$ cat src/rtl/sipo_deserializer.sv
`default_nettype none
// ============================================================================
//  Module      : sipo_deserializer
//  Description : Serial-in, parallel-out receiver with valid/ready word output
//                and a sticky overrun flag for words lost to back-pressure.
//  Revision    : 1.0 - initial release
// ============================================================================
module sipo_deserializer #(
    parameter int N = 16
) (
    input  logic                 clk,
    input  logic                 reset,
    input  logic                 ser_in,
    input  logic                 ser_valid,
    input  logic                 msb_first,
    input  logic                 clear,
    input  logic                 out_ready,
    output logic [N-1:0]         data_out,
    output logic                 out_valid,
    output logic                 overrun,
    output logic [$clog2(N)-1:0] bit_count
);

    localparam int CW = $clog2(N);

    typedef enum logic [0:0] {
        IDLE = 1'b0,
        RECV = 1'b1
    } state_t;

    state_t          r_state_q, w_state_d;
    logic [N-1:0]    r_acc_q, w_acc_d;
    logic [N-1:0]    r_data_q, w_data_d;
    logic [CW-1:0]   r_cnt_q, w_cnt_d;
    logic            r_valid_q, w_valid_d;
    logic            r_ovr_q, w_ovr_d;
    logic            r_msb_q, w_msb_d;

    logic            w_order;
    logic [N-1:0]    w_shifted;

    // Bit order is taken live on the first bit of a word, then frozen.
    assign w_order   = (r_state_q == IDLE) ? msb_first : r_msb_q;
    assign w_shifted = w_order ? {r_acc_q[N-2:0], ser_in} : {ser_in, r_acc_q[N-1:1]};

    always_comb begin
        w_state_d = r_state_q;
        w_acc_d   = r_acc_q;
        w_data_d  = r_data_q;
        w_cnt_d   = r_cnt_q;
        w_valid_d = r_valid_q;
        w_ovr_d   = r_ovr_q;
        w_msb_d   = r_msb_q;

        if (r_valid_q && out_ready) begin
            w_valid_d = 1'b0;
        end

        if (clear) begin
            w_acc_d   = '0;
            w_cnt_d   = '0;
            w_ovr_d   = 1'b0;
            w_state_d = IDLE;
        end else if (ser_valid) begin
            w_msb_d = w_order;
            w_acc_d = w_shifted;
            if (r_cnt_q == CW'(N - 1)) begin
                w_cnt_d   = '0;
                w_state_d = IDLE;
                // A completed word only lands if the output slot is free now.
                if (!r_valid_q || out_ready) begin
                    w_data_d  = w_shifted;
                    w_valid_d = 1'b1;
                end else begin
                    w_ovr_d = 1'b1;
                end
            end else begin
                w_cnt_d   = r_cnt_q + CW'(1);
                w_state_d = RECV;
            end
        end
    end

    always_ff @(posedge clk) begin
        if (reset) begin
            r_state_q <= IDLE;
            r_acc_q   <= '0;
            r_data_q  <= '0;
            r_cnt_q   <= '0;
            r_valid_q <= 1'b0;
            r_ovr_q   <= 1'b0;
            r_msb_q   <= 1'b1;
        end else begin
            r_state_q <= w_state_d;
            r_acc_q   <= w_acc_d;
            r_data_q  <= w_data_d;
            r_cnt_q   <= w_cnt_d;
            r_valid_q <= w_valid_d;
            r_ovr_q   <= w_ovr_d;
            r_msb_q   <= w_msb_d;
        end
    end

    assign data_out  = r_data_q;
    assign out_valid = r_valid_q;
    assign overrun   = r_ovr_q;
    assign bit_count = r_cnt_q;

endmodule
`default_nettype wire

$ cat config.mk
export PLATFORM = sky130hd
export DESIGN_NAME = sipo_deserializer
export DESIGN_NICKNAME = d
export VERILOG_FILES = /design/src/rtl/sipo_deserializer.sv
export SDC_FILE = /design/constraint.sdc
export NUM_CORES = 1
export LEC_CHECK = 0
export ABC_AREA = 1
export BUFFER_PORTS_ARGS = -buffer_cell sky130_fd_sc_hd__buf_2
export CORE_MARGIN = 5
export CORE_UTILIZATION = 60
export DETAILED_ROUTE_END_ITERATION = 16
export PLACE_DENSITY = 0.83
export SLEW_MARGIN = 20
export SYNTH_ARGS = -nofsm -noshare
export SYNTH_HDL_FRONTEND = slang
export SYNTH_SLANG_ARGS = --single-unit
$ cat constraint.sdc
create_clock -name clk -period 3.3 [get_ports clk]
set_clock_uncertainty 0.05 [all_clocks]
set_input_delay 0.165 -clock clk [delete_from_list [all_inputs] [get_ports clk]]
set_output_delay 0.165 -clock clk [all_outputs]
set_load 0.01 [all_outputs]
==> run_results.csv, run 1 <==
group,metric,value,unit
die,dieHeight,67.6,um
pwr,reported_leakage_power,1.24,nW
critical_path,ff_to_ff_path_depth,8,
critical_path,worst_ep_required_time,3510,ps
place,dpl-instance-area,0.00213,mm^2
die,floorplan.die_area,0.00457,mm^2
synthesis,syn_area,0.00199,mm^2
clock_tree,cts_num_sinks,40,
global_route,grt_util_met3,6.32,%
pwr,clock_power_share,30.2,%
clock_tree,clock_pin_slew_on_the_worst_setup_and_hold_paths,120,ps
timing,worst-slew-pin-transition,566,ps
routing,wl_per_cell,10.1,um
timing,slew_violations,0,
hold_path,class_of_the_tightest_hold_or_removal_check,"in -> reg",
synthesis,yosys.area.top_type,"sky130_fd_sc_hd__dfxtp_1",
pwr,p_comb_share,12.1,%
pwr,switchingPower,234,uW
place,dp_hpwl,2.74,mm
synthesis,post_synth_num_cell_types,22,
routing,vias,1825,
die,design.core.area,0.00328,mm^2
critical_path,worst-path-max-fanout,16,
critical_path,cp-end-kind,"register",
hold_path,min_delay_path_depth,4,
clock_tree,clockRootBuffer,"sky130_fd_sc_hd__clkbuf_4",
place,place.port_buffers,28,
final_layout,layout-drive-gt1-share,13.4,%
global_route,number_of_antenna_violations_at_the_first_check_in_global_routing,0,
critical_path,critPathLaunchType,"register",
final_layout,final_common_cell,"sky130_fd_sc_hd__nand2_1",
die,floorplan.rows,21,
place,routabilityCongestion,0.799,
global_route,grt.met1_usage,24.0,%
final_layout,stdcell_area,0.00220,mm^2
clock_tree,insertion_delay,350,ps
clock_tree,tritoncts,"built",
routing,totalWireLength,3.94,mm
die,fp.dieW,67.6,um
synthesis,synthesis.area_per_instance,6.25,um^2
timing,slew-limit-headroom,62.2,%
run_status,run_status,"complete, no violations",
final_layout,finalNetCount,351,
die,initial_utilization,60.7,%
synthesis,syn_inst,319,
hold_path,hold-path-endpoint,"out_valid",
pwr,power-per-cell-area,392,mW/mm^2
clock_tree,max-clock-path-buffers,2,
pwr,power_frac_seq,57.6,%
clock_tree,cts_buffers,5,
clock_tree,cts_repair_resize_count,0,
final_layout,layout-area-overhead-vs-synth,10.4,%
global_route,grt-busiest-layer,"met2",
place,place_inst,381,
global_route,grt_first_pass_wirelength,7.00,mm
global_route,grt.total_usage,20.1,%
synthesis,syn-num-nets,327,
die,io_pins,29,
timing,finalHoldWorstSlack,63.3,ps
critical_path,critical_path.reg2reg.endpoint,"data_out[9]",
hold_path,hold_path_startpoint,"out_ready",
global_route,largest_net_degree_at_the_start_of_global_routing,24,
final_layout,layout.cells.most_common_list,"sky130_fd_sc_hd__nand2_1 (104), sky130_fd_sc_hd__inv_1 (71), sky130_fd_sc_hd__dfxtp_1 (40)",
synthesis,synth_top_cells_by_area,"sky130_fd_sc_hd__dfxtp_1 (40%), sky130_fd_sc_hd__nand2_1 (20%), sky130_fd_sc_hd__inv_1 (13%)",
critical_path,timing.reg2reg.setup_slack,1690,ps
global_route,grt_ovf,0,
job,maxCapViolations,0,
routing,drt_drc_violations_left,0,
global_route,global_route.usage.met2,33.7,%
timing,min_period_over_period,48.6,%
routing,detailed_routing_iterations_pass_1,5,
timing,timing.final.crit_period,1610,ps
critical_path,worst_r2r_startpoint,"bit_count[0]",
clock_tree,h_tree_levels,2,
routing,drt_first_iter_violations,79,
pwr,irDropWorstVdd,261,uV
routing,ant_nets,0,
synthesis,yosysWarnings,0,
timing,fmax,623,MHz
synthesis,synth_top_area_share,40.2,%
timing,report.final.setup_viol,0,
pwr,switching_share,27.1,%
synthesis,postSynthRegisterBits,40,
routing,avgViaCountPerCell,4.68,
final_layout,antenna_cells_inserted,0,
critical_path,timing_worst_setup_path_type,"reg -> reg",
timing,hold_viol_final,0,
timing,tns,0,ps
timing,rsz0062_at_grt,"no",
pwr,internal-power,628,uW
critical_path,critPathArrivalTime,1820,ps
final_layout,stdcell_count,390,
global_route,number_of_global_route_vias_before_repair,1656,
synthesis,ys_seq_area_share,40.2,%
state kept, by name (all words and copies together), names as in the netlist:
signal	count
overrun	1
data_out	16
out_valid	1
r_state_q	1
bit_count	4
r_acc_q	16
r_msb_q	1
routing by layer:
| layer | part of all wire, % | wire [um] |
|---|---|---|
| met5 | 0 | 0 |
| met3 | 7.7 | 304 |
| met4 | 1.2 | 49 |
| met1 | 46 | 1820 |
| met2 | 45 | 1770 |
worst max path at each step:
stage	start	to
after floorplan	bit_count[0]	data_out[0]
after CTS	bit_count[0]	data_out[9]
after global placement	ser_valid	data_out[12]
after detailed placement	ser_valid	data_out[9]
after global routing	bit_count[1]	data_out[12]
final	bit_count[0]	data_out[9]
what timing repair did:
item | in CTS | in global routing
endpoints found under the hold margin | 1 | 0
hold buffers | 1 | 0
buffers inserted | 0 | 0
endpoints found under the setup margin | 0 | 0
critical path: stages, from the launching register on:
cell	delay, ps
sky130_fd_sc_hd__dfxtp_1	400
sky130_fd_sc_hd__ha_1	210
sky130_fd_sc_hd__inv_1	80
sky130_fd_sc_hd__nor2_4	170
sky130_fd_sc_hd__nand2_2	90
sky130_fd_sc_hd__nor2_4	290
sky130_fd_sc_hd__nand2_1	100
sky130_fd_sc_hd__nand2_1	80
sky130_fd_sc_hd__nor2_1	50
stage by stage:
stage | setup slack (ps) | util [%] | total power [mW]
2_1_floorplan | 1840 | - | 0.589
3_3_place_gp | 1600 | 64.8 | 0.609
3_5_place_dp | 1560 | 64.8 | 0.610
4_1_cts | 1670 | 67.0 | 0.868
5_1_grt | 1500 | 67.0 | 0.913
6_report | 1690 | 67.0 | 0.862
cells in the mapped netlist:
library cell,instances
sky130_fd_sc_hd__a21oi_1,20
sky130_fd_sc_hd__a31oi_1,2
sky130_fd_sc_hd__buf_1,1
sky130_fd_sc_hd__buf_2,7
sky130_fd_sc_hd__buf_6,1
sky130_fd_sc_hd__clkbuf_1,3
sky130_fd_sc_hd__dfxtp_1,40
sky130_fd_sc_hd__ha_1,1
sky130_fd_sc_hd__inv_1,71
sky130_fd_sc_hd__inv_2,4
sky130_fd_sc_hd__nand2_1,104
sky130_fd_sc_hd__nand2_2,1
sky130_fd_sc_hd__nand3_1,33
sky130_fd_sc_hd__nand3_2,1
sky130_fd_sc_hd__nand4_1,1
sky130_fd_sc_hd__nor2_1,21
sky130_fd_sc_hd__nor2_2,1
sky130_fd_sc_hd__nor2_4,3
sky130_fd_sc_hd__o21ai_0,1
sky130_fd_sc_hd__o21ai_1,1
sky130_fd_sc_hd__xnor2_1,1
sky130_fd_sc_hd__xor2_1,1
power by group through the flow:
stage	clock network [mW]	logic (mW)	registers, mW
final	0.261	0.105	0.497
after global routing	0.293	0.122	0.498
after CTS	0.267	0.104	0.497
after detailed placement	0	0.103	0.508
after global placement	0	0.101	0.508
after floorplan	0	0.0818	0.508
logic make-up after synthesis:
family | after synthesis | share of synthesized area (%)
flops | 40 | 40.2
simple gates | 165 | 35.0
buf+inv | 87 | 17.2
fa+ha+maj | 1 | 0.628
xor+xnor | 2 | 0.879
compound gates | 24 | 6.15
final cells by class:
cell class / instances / area [um^2]
Sequential cell: 40 / 801
Timing Repair Buffer: 29 / 150
Clock buffer: 6 / 51.3
Inverter: 75 / 282
Multi-Input combinational cell: 192 / 850
Clock inverter: 2 / 10.0
Tap cell: 46 / 57.6
Fill cell: 320 / 1080
Power figures use the tool's default switching activity.
==> inputs of run 2 (changes only) <==
--- a/config.mk
+++ b/config.mk
@@ -8,9 +8,9 @@
 export ABC_AREA = 1
 export BUFFER_PORTS_ARGS = -buffer_cell sky130_fd_sc_hd__buf_2
 export CORE_MARGIN = 5
-export CORE_UTILIZATION = 60
+export CORE_UTILIZATION = 51
 export DETAILED_ROUTE_END_ITERATION = 16
-export PLACE_DENSITY = 0.83
+export PLACE_DENSITY = 0.75
 export SLEW_MARGIN = 20
 export SYNTH_ARGS = -nofsm -noshare
 export SYNTH_HDL_FRONTEND = slang
==> constraint.sdc (replaced) <==
create_clock -name clk -period 1.3 [get_ports clk]
set_clock_uncertainty 0.05 [all_clocks]
set_input_delay 0.065 -clock clk [delete_from_list [all_inputs] [get_ports clk]]
set_output_delay 0.065 -clock clk [all_outputs]
set_load 0.01 [all_outputs]
==> run 2 against run 1 <==
- the flow now finishes with violations (negative setup slack)
- combinational power increased to 2.9 times the previous value
- sequential share of layout area is 4.6 points lower
- critical path depth is 1 higher
- largest cell class unchanged
==> run_results.csv, run 2 (synthesized netlist as in run 1, its figures left out) <==
group,metric,value,unit
timing,finalHoldWorstSlack,56.6,ps
critical_path,path_buf_inv,2,
final_layout,finalNetCount,371,
critical_path,timing.reg2reg.setup_slack,-30,ps
clock_tree,insertion_delay,300,ps
final_layout,seqCellArea,811,um^2
clock_tree,h_tree_levels,2,
routing,drt_drc_violations_left,0,
final_layout,layout.filler_cells,340,
critical_path,worst-path-max-fanout,9,
routing,detailed_routing_iterations_pass_1,5,
critical_path,crit_slowest_cell,"sky130_fd_sc_hd__dfxtp_4",
timing,report.final.setup_viol,11,
die,design.core.area,0.00372,mm^2
timing,finalWorstSetupSlack,-30.2,ps
die,dieHeight,72.5,um
die,initial_utilization,53.6,%
timing,min_period_over_period,102,%
die,fp.dieW,72.5,um
hold_path,hold_path_startpoint,"clear",
clock_tree,max-clock-path-buffers,2,
routing,drt_first_iter_violations,166,
critical_path,cpPeakStageDelay,360,ps
run_status,run_status,"complete, but fails checks",
die,floorplan.die_area,0.00526,mm^2
global_route,grt.total_usage,18.0,%
run_status,violations,"negative setup slack",
final_layout,layout.cells.most_common_list,"sky130_fd_sc_hd__nand2_1 (89), sky130_fd_sc_hd__inv_1 (66), sky130_fd_sc_hd__dfxtp_1 (36)",
pwr,reported_leakage_power,1.38,nW
timing,slew_violations,0,
global_route,number_of_antenna_violations_at_the_first_check_in_global_routing,0,
clock_tree,clockRootBuffer,"sky130_fd_sc_hd__clkbuf_8",
pwr,power-per-cell-area,947,mW/mm^2
final_layout,layout-area-overhead-vs-synth,27.9,%
hold_path,class_of_the_tightest_hold_or_removal_check,"in -> reg",
die,io_pins,29,
critical_path,worst_r2r_startpoint,"bit_count[1]",
timing,fmax,752,MHz
routing,ant_nets,0,
critical_path,timing.critical_path.cells,"ha_4 -> inv_2 -> nor2_4 -> nand2_2 -> nor2_4 -> buf_12 -> nand2_1 -> nand2_1 -> nor2_2",
place,dp_hpwl,2.93,mm
critical_path,worst_path_dominant_cell_family,"simple AND/OR/NAND/NOR gates",
critical_path,critPathArrivalTime,1480,ps
global_route,grt_ovf,0,
critical_path,cp-end-kind,"register",
clock_tree,cts_buffers,5,
clock_tree,cts_num_sinks,40,
routing,avgViaCountPerCell,4.74,
global_route,largest_net_degree_at_the_start_of_global_routing,23,
critical_path,critPathLaunchType,"register",
hold_path,min_delay_path_depth,4,
routing,wl_per_cell,10.9,um
final_layout,final_common_cell,"sky130_fd_sc_hd__nand2_1",
clock_tree,tritoncts,"built",
job,maxCapViolations,0,
routing,totalWireLength,4.48,mm
timing,worst-slew-pin-transition,463,ps
routing,vias,1954,
pwr,p_total,2.41,mW
global_route,number_of_global_route_vias_before_repair,1751,
final_layout,multi_input_comb_area,926,um^2
timing,hold_viol_final,0,
hold_path,hold-path-endpoint,"bit_count[2]",
die,floorplan.rows,22,
pwr,irDropWorstVdd,577,uV
final_layout,antenna_cells_inserted,0,
final_layout,layout-drive-gt1-share,25.8,%
timing,timing.final.crit_period,1330,ps
global_route,grt_first_pass_wirelength,7.49,mm
critical_path,worst_ep_required_time,1450,ps
critical_path,timing_worst_setup_path_type,"reg -> reg",
critical_path,worst-path-stages,9,
critical_path,ff_to_ff_path_depth,9,
place,routabilityCongestion,0.831,
timing,slew-limit-headroom,69.1,%
critical_path,critical_path.reg2reg.endpoint,"data_out[1]",
place,place.port_buffers,28,
clock_tree,clock_pin_slew_on_the_worst_setup_and_hold_paths,70,ps
timing,rsz0062_at_grt,"yes",
==> run 2: final cells by class <==
type,instances,share of cell area (%)
Multi-Input combinational cell,192,36.3
Sequential cell,40,31.8
Timing Repair Buffer,49,14.7
Inverter,75,11.1
Clock buffer,6,3.24
Tap cell,48,2.36
Clock inverter,2,0.393
==> run 2: how the worst max path moves through the flow <==
stage | to | start | slack (ps)
2_1_floorplan | data_out[0] | bit_count[1] | -20
3_3_place_gp | data_out[13] | bit_count[1] | 4
3_5_place_dp | data_out[13] | bit_count[1] | -40
4_1_cts | data_out[7] | bit_count[1] | -0.8
5_1_grt | data_out[10] | bit_count[1] | -110
6_report | data_out[1] | bit_count[1] | -30
==> run 2: per-layer routing <==
metal | vias to the layer above | wire (um) | track usage, %
met5 | - | 0 | 0
met4 | 0 | 70 | 6.35
met3 | 7 | 276 | 4.71
met2 | 56 | 2150 | 30.1
met1 | 859 | 1980 | 22.2
li1 | 1032 | - | -
==> run 2: worst register-to-register path, stage by stage, from the launching register on <==
cell and delay [ps]:
sky130_fd_sc_hd__dfxtp_4 360, sky130_fd_sc_hd__ha_4 130, sky130_fd_sc_hd__inv_2 40, sky130_fd_sc_hd__nor2_4 110
sky130_fd_sc_hd__nand2_2 90, sky130_fd_sc_hd__nor2_4 140, sky130_fd_sc_hd__buf_12 140, sky130_fd_sc_hd__nand2_1 60
sky130_fd_sc_hd__nand2_1 70, sky130_fd_sc_hd__nor2_2 40
==> run 2: per-stage QoR <==
step           setup WS [ps]  std cells  cell area, um^2  TNS, ps  util, %
2_1_floorplan          -15.4        319             2010     -154        -
3_3_place_gp            3.71        400             2330        0     62.7
3_5_place_dp           -37.0        400             2330     -174     62.7
4_1_cts               -0.838        410             2450   -0.838     65.9
5_1_grt                 -114        412             2550    -1420     68.6
6_report               -30.2        412             2550     -162     68.6
==> run 2: power breakdown <==
group	total [mW]	internal, mW	leakage (nW)	switching (mW)
clock network	0.851	0.423	0.0510	0.427
registers	1.26	1.25	0.327	0.00913
logic	0.305	0.111	1.01	0.193
total	2.41	1.78	1.38	0.630
==> run 2: repair_timing <==
action                                  CTS  global route
hold endpoints to repair                  2             0
gates resized for setup                   3            26
hold buffers                              1             0
pin swaps                                 1             6
cloned                                    0             1
endpoints found under the setup margin   15            32
setup buffers                             1             1
